===== src/rtl/tx_slot_scheduler.sv =====
// TDMA transmit scheduler and energy ledger for one EER-RL node.
// Holds one packet request until the node's slot, grants it, tracks the radio ack and debits energy.
module tx_slot_scheduler #(
    parameter int          SLOT_CYCLES  = 64,
    parameter int          NUM_SLOTS    = 32,
    parameter int          ACK_TIMEOUT  = 255,
    parameter int          MAX_RETRY    = 2,
    parameter logic [15:0] LOW_E_THRESH = 16'h0800
) (
    input  logic        clk,
    input  logic        rst,
    input  logic        en,
    input  logic        frame_sync,
    input  logic        role,
    input  logic [5:0]  timeslot,
    input  logic        reward_done,
    input  logic        tx_setting,
    input  logic        tx_ack,
    input  logic        rx_pkt,
    input  logic        energy_load,
    input  logic [15:0] energy_init,
    output logic        okToSend,
    output logic [5:0]  slot_count,
    output logic [15:0] myEnergy,
    output logic        low_E,
    output logic        tx_pending,
    output logic        tx_drop,
    output logic        tx_overrun,
    output logic [2:0]  o_dbg_state
);

    localparam int PW = (SLOT_CYCLES > 2) ? $clog2(SLOT_CYCLES) : 1;
    localparam int TW = (ACK_TIMEOUT > 1) ? $clog2(ACK_TIMEOUT + 1) : 1;
    localparam int RW = (MAX_RETRY > 1) ? $clog2(MAX_RETRY + 1) : 1;

    localparam logic [PW-1:0] PH_LAST   = PW'(SLOT_CYCLES - 1);
    localparam logic [5:0]    SLOT_LAST = 6'(NUM_SLOTS - 1);
    localparam logic [TW-1:0] TO_LAST   = TW'(ACK_TIMEOUT);
    localparam logic [RW-1:0] RETRY_MAX = RW'(MAX_RETRY);

    typedef enum logic [2:0] {
        S_IDLE      = 3'd0,
        S_WAIT_SLOT = 3'd1,
        S_GRANT     = 3'd2,
        S_WAIT_ACK  = 3'd3,
        S_DEBIT     = 3'd4
    } state_t;

    state_t        r_state;
    state_t        w_state_nxt;
    logic [PW-1:0] r_phase;
    logic [PW-1:0] w_phase_nxt;
    logic [5:0]    r_slot;
    logic [5:0]    w_slot_nxt;
    logic [5:0]    w_target;
    logic          w_hit;
    logic          r_tx_set;
    logic [RW-1:0] r_retry;
    logic [TW-1:0] r_to_cnt;
    logic          r_tx_drop;
    logic          r_tx_overrun;
    logic          w_latch;
    logic          w_clr_retry;
    logic          w_inc_retry;
    logic          w_overrun;
    logic          w_drop;
    logic [15:0]   r_energy;
    logic          r_low_e;
    logic [15:0]   w_tx_cost;
    logic [15:0]   w_rx_cost;
    logic [15:0]   w_cost;
    logic [15:0]   w_energy_nxt;

    // Slot timer: frame_sync wins over en; en=0 freezes phase and slot.
    always_comb begin
        w_phase_nxt = r_phase;
        w_slot_nxt  = r_slot;
        if (frame_sync) begin
            w_phase_nxt = '0;
            w_slot_nxt  = '0;
        end else if (en) begin
            if (r_phase == PH_LAST) begin
                w_phase_nxt = '0;
                w_slot_nxt  = (r_slot == SLOT_LAST) ? 6'd0 : r_slot + 6'd1;
            end else begin
                w_phase_nxt = r_phase + PW'(1);
            end
        end
    end

    always_ff @(posedge clk) begin
        if (rst) begin
            r_phase <= '0;
            r_slot  <= '0;
        end else begin
            r_phase <= w_phase_nxt;
            r_slot  <= w_slot_nxt;
        end
    end

    assign w_target = role ? 6'd0 : ((timeslot == 6'h3F) ? SLOT_LAST : timeslot);
    // Look one cycle ahead so the GRANT cycle itself is phase 0 of the target slot.
    assign w_hit = en && (w_phase_nxt == '0) && (w_slot_nxt == w_target);

    // Handshake: reward_done is a one-cycle request capture, okToSend a one-cycle
    // grant, and tx_ack a one-cycle completion honoured only while in WAIT_ACK.
    always_comb begin
        w_state_nxt = r_state;
        w_latch     = 1'b0;
        w_clr_retry = 1'b0;
        w_inc_retry = 1'b0;
        w_overrun   = 1'b0;
        w_drop      = 1'b0;
        case (r_state)
            S_IDLE: begin
                if (reward_done) begin
                    w_latch     = 1'b1;
                    w_clr_retry = 1'b1;
                    w_state_nxt = w_hit ? S_GRANT : S_WAIT_SLOT;
                end
            end
            S_WAIT_SLOT: begin
                if (reward_done) begin
                    w_latch     = 1'b1;
                    w_clr_retry = 1'b1;
                    w_overrun   = 1'b1;
                end else if (w_hit) begin
                    w_state_nxt = S_GRANT;
                end
            end
            S_GRANT: begin
                w_overrun   = reward_done;
                w_state_nxt = S_WAIT_ACK;
            end
            S_WAIT_ACK: begin
                w_overrun = reward_done;
                if (tx_ack) begin
                    w_state_nxt = S_DEBIT;
                end else if (r_to_cnt == TO_LAST) begin
                    if (r_retry < RETRY_MAX) begin
                        w_inc_retry = 1'b1;
                        w_state_nxt = S_WAIT_SLOT;
                    end else begin
                        w_drop      = 1'b1;
                        w_state_nxt = S_IDLE;
                    end
                end
            end
            S_DEBIT: begin
                w_overrun   = reward_done;
                w_state_nxt = S_IDLE;
            end
            default: w_state_nxt = S_IDLE;
        endcase
    end

    always_ff @(posedge clk) begin
        if (rst) begin
            r_state      <= S_IDLE;
            r_tx_set     <= 1'b0;
            r_retry      <= '0;
            r_to_cnt     <= '0;
            r_tx_drop    <= 1'b0;
            r_tx_overrun <= 1'b0;
        end else begin
            r_state <= w_state_nxt;
            if (w_latch) begin
                r_tx_set <= tx_setting;
            end
            if (w_clr_retry) begin
                r_retry <= '0;
            end else if (w_inc_retry) begin
                r_retry <= r_retry + RW'(1);
            end
            r_to_cnt     <= (r_state == S_WAIT_ACK) ? r_to_cnt + TW'(1) : '0;
            r_tx_drop    <= w_drop;
            r_tx_overrun <= w_overrun;
        end
    end

    // Energy ledger: RX and TX costs add, the result floors at zero, a load wins.
    assign w_tx_cost    = (r_state == S_DEBIT) ? (r_tx_set ? 16'h001B : 16'h0005) : 16'h0000;
    assign w_rx_cost    = rx_pkt ? 16'h0004 : 16'h0000;
    assign w_cost       = w_tx_cost + w_rx_cost;
    assign w_energy_nxt = energy_load ? energy_init
                        : ((r_energy >= w_cost) ? r_energy - w_cost : 16'h0000);

    always_ff @(posedge clk) begin
        if (rst) begin
            r_energy <= 16'h0000;
            r_low_e  <= 1'b1;
        end else begin
            r_energy <= w_energy_nxt;
            r_low_e  <= (r_energy < LOW_E_THRESH);
        end
    end

    assign okToSend    = (r_state == S_GRANT);
    assign tx_pending  = (r_state != S_IDLE);
    assign slot_count  = r_slot;
    assign myEnergy    = r_energy;
    assign low_E       = r_low_e;
    assign tx_drop     = r_tx_drop;
    assign tx_overrun  = r_tx_overrun;
    assign o_dbg_state = r_state;

endmodule

===== config.mk =====
export PLATFORM = sky130hd
export DESIGN_NAME = tx_slot_scheduler
export DESIGN_NICKNAME = d
export VERILOG_FILES = /design/src/rtl/tx_slot_scheduler.sv
export SDC_FILE = /design/constraint.sdc
export NUM_CORES = 1
export LEC_CHECK = 0
export ABC_CLOCK_PERIOD_IN_PS = 9600
export CELL_PAD_IN_SITES_DETAIL_PLACEMENT = 1
export CELL_PAD_IN_SITES_GLOBAL_PLACEMENT = 1
export CORE_MARGIN = 3
export CORE_UTILIZATION = 39
export CTS_CLUSTER_DIAMETER = 100
export DETAILED_ROUTE_END_ITERATION = 10
export PLACE_DENSITY = 0.91
export SKIP_CTS_REPAIR_TIMING = 1
export SYNTH_ARGS = -nofsm -noshare
export SYNTH_HDL_FRONTEND = slang
export SYNTH_SLANG_ARGS = --single-unit
export TNS_END_PERCENT = 50

===== constraint.sdc =====
create_clock -name clk -period 9.6 [get_ports clk]
set_input_delay 0.96 -clock clk [delete_from_list [all_inputs] [get_ports clk]]
set_output_delay 0.96 -clock clk [all_outputs]
set_load 0.01 [all_outputs]

==> results.yml <==
synth:
  ys_types: 54
  yosysWarnings: 0
  seq_area_frac_synth_pct: 34.8
  synth_area_sq_mm: 0.00259
  synth_edf_count: 0
  synthFlopType: "dfxtp_1"
  syn_nets: 360
  synth_seq_cells: 45
  avgSynthCellArea_sq_um: 8.23
  synth_cells: 315
  async_flop_share_pct: 0
min_path:
  hold_start: "r_to_cnt[0]"
  hp-class: "register to register"
timing:
  max_freq_mhz: 259
  maxSlewHeadroom_pct: 28.0
  setup_tns_ps: 0
  skew_ps: 13.4
  hold_viol_final: 0
  finalSetupViolCount: 0
  rsz0062_at_grt: "no"
  finalCriticalPeriod_ps: 3860
  fin_crit_sh_pct: 40.2
  worst_pin_slew_ps: 1080
  final_max_slew_viol_count: 0
  setup_ws_ps: 5740
clock_tree:
  worstSkewPairLatency_ps: 310
  h-tree-depth: 2
  cts_tree: "done"
  root_buffer: "clkbuf_8"
  cts_buffers: 5
  clkSinkCount: 45
  cts_max_path_buffers: 2
  clkSlewWorstSetupHoldPaths_ps: 90
setup_path:
  path_cells: "clkdlybuf4s50_1 > ha_1 > inv_1 > ha_1 > ha_1 > a21o_1 > a21o_1 > a21o_1 > nor3_1 > a21oi_1 > nand2b_1 > o22ai_1"
  crit_path_start_kind: "input port"
  cpMaxStageDelayCell: "a21oi_1"
  cp_max_fo: 13
  max_stage_delay_ps: 870
  critPathLaunch: "rx_pkt"
  rr_startpoint: "o_dbg_state[1]"
  required_ps: 9830
  cp-end-kind: "register"
  critPathKind: "input port to register"
  worstPathArrival_ps: 4090
  timing.critical_path.buf_inv: 2
  cpLargestDelayFamily: "compound AO/OA/AOI/OAI gates"
drt:
  drc: 0
  routedWlPerCell_microns: 17.8
  num_vias: 2543
  routed_wl_mm: 8.01
  viasPerCell: 5.65
  drtIter0Drc: 78
  final_antenna_net_count: 0
  drtPass1Iterations: 4
job:
  cap_violations: 0
place:
  placed_area_sq_mm: 0.00325
  io_buffers: 61
  dpl.hpwl_mm: 5.89
  post-place-ws_ps: 5430
  gp_congestion: 0.791
pwr:
  p_per_area_mw_per_mm2: 139
  p_sw_w: 0.000136
  ir_worst_vdd_mv: 0.0702
  p_leak_nw: 1.26
  seq_power_share_pct: 44.3
  total_power_w: 0.000468
  intPower_w: 0.000332
  p_comb_share_pct: 24.2
  p_clk_share_pct: 31.5
  p_sw_share_pct: 29.1
floorplanning:
  ios: 62
  coreArea_sq_mm: 0.00639
  num_rows: 29
  dieArea_sq_mm: 0.00766
  start_util_pct: 40.6
  die_h_microns: 87.5
  die_w_microns: 87.5
cells_and_area:
  area_growth_syn_to_layout_pct: 29.9
  finalInstanceArea_sq_mm: 0.00337
  finish.utilization_pct: 52.7
  diodes: 0
  final_net_count: 417
  drive_gt1_share_pct: 4.56
global_route:
  grt_pass1_vias: 2771
  grt.total_usage_pct: 22.0
  overflow: 0
  antenna_found_initial: 0
  grt_max_degree: 27
  grt_pass1_wl_mm: 13.3
status:
  status: "finished, final reports clean"
registers in the layout, indices dropped and copies added, names as in the netlist:
signal and count:
r_phase 6, slot_count 6, o_dbg_state 3, low_E 1, r_tx_set 1, tx_drop 1, tx_overrun 1, r_retry 2
myEnergy 16, r_to_cnt 8
synth_stat cells, drive strengths merged (2+ instances only):
master	n	area, sq um
xnor2	14	123
nor4	4	25.0
o311ai	3	33.8
a311oi	2	23.8
nor3	13	65.1
nand4	5	46.3
and2	2	12.5
a21o	4	30.0
dfxtp	45	901
nand3	10	50.1
nor3b	3	22.5
clkbuf	9	33.8
mux2i	3	30.0
ha	12	150
a31oi	5	31.3
a21oi	4	20.0
buf	3	17.5
xor2	13	114
or2	3	18.8
nand2b	5	31.3
o22ai	5	31.3
a22oi	12	90.1
inv	17	63.8
nand2	23	86.3
or3	4	25.0
nor2	51	191
nor4bb	2	20.0
o21bai	2	15.0
o21ai	13	68.8
nor2b	7	43.8
cells in the final DEF (no fill, tap or decap), types with 2 or more instances in the layout:
cell / instances
or2_2: 2
a31oi_1: 5
mux2i_1: 3
xor2_1: 13
nand2b_1: 5
nor3b_1: 3
a21o_1: 4
or3_1: 4
xnor2_1: 14
nand3_1: 10
a22oi_1: 12
o311ai_1: 2
inv_1: 17
nor2b_1: 7
dfxtp_1: 45
clkbuf_8: 5
o22ai_1: 5
and2_1: 2
o21bai_1: 2
nand2_1: 23
nor3_1: 13
nor4bb_1: 2
nor2_1: 51
nand4_1: 4
nor4_1: 4
ha_1: 12
a21oi_1: 4
o21ai_0: 11
clkdlybuf4s50_1: 61
cell type report:
class | instances | area, sq um
clock buffer | 6 | 72.6
clock inverter | 2 | 38.8
fill | 778 | 3020
inverter | 17 | 63.8
multi-input combinational | 241 | 1580
sequential | 45 | 901
tap | 77 | 96.3
timing repair buffer | 62 | 618
metal layers:
| layer | wire length [microns] | vias to the layer above | track usage (%) |
|---|---|---|---|
| li1 | - | 1224 | - |
| met2 | 4240 | 43 | 39.7 |
| met4 | 211 | 0 | 8.51 |
| met1 | 3340 | 1255 | 25.4 |
| met5 | 0 | - | 0 |
| met3 | 218 | 21 | 4.54 |
metrics by stage:
stage          std cells  hold WS (ps)
5_1_grt              450           537
3_3_place_gp         442           440
4_1_cts              450           485
2_1_floorplan        315           430
6_report             450           489
3_5_place_dp         442           457
cells by family after synthesis:
group,Yosys count,synth area share (%)
xor+xnor,27,9.13
flops,45,34.8
fa+ha+maj,13,6.57
compound gates,58,16.8
mux,3,1.16
simple gates,140,27.2
buf+inv,29,4.44
worst paths after layout:
kind,to,slack [ps],depth (start not counted)
setup / recovery,myEnergy[15],5740,12
hold / removal,r_to_cnt[0],490,1
setup reg to reg,myEnergy[15],5850,14
hold reg to reg,r_to_cnt[0],490,1
power by group through the flow:
stage                     combinational [W]  sequential (W)  clock [W]
final                              0.000113        0.000207   0.000148
after global placement             0.000106        0.000211          0
after floorplan                   0.0000621        0.000212          0
after detailed placement           0.000112        0.000211          0
after global routing               0.000124        0.000209   0.000160
after CTS                          0.000114        0.000207   0.000150
Note: power is estimated with default switching activity, not from simulation.
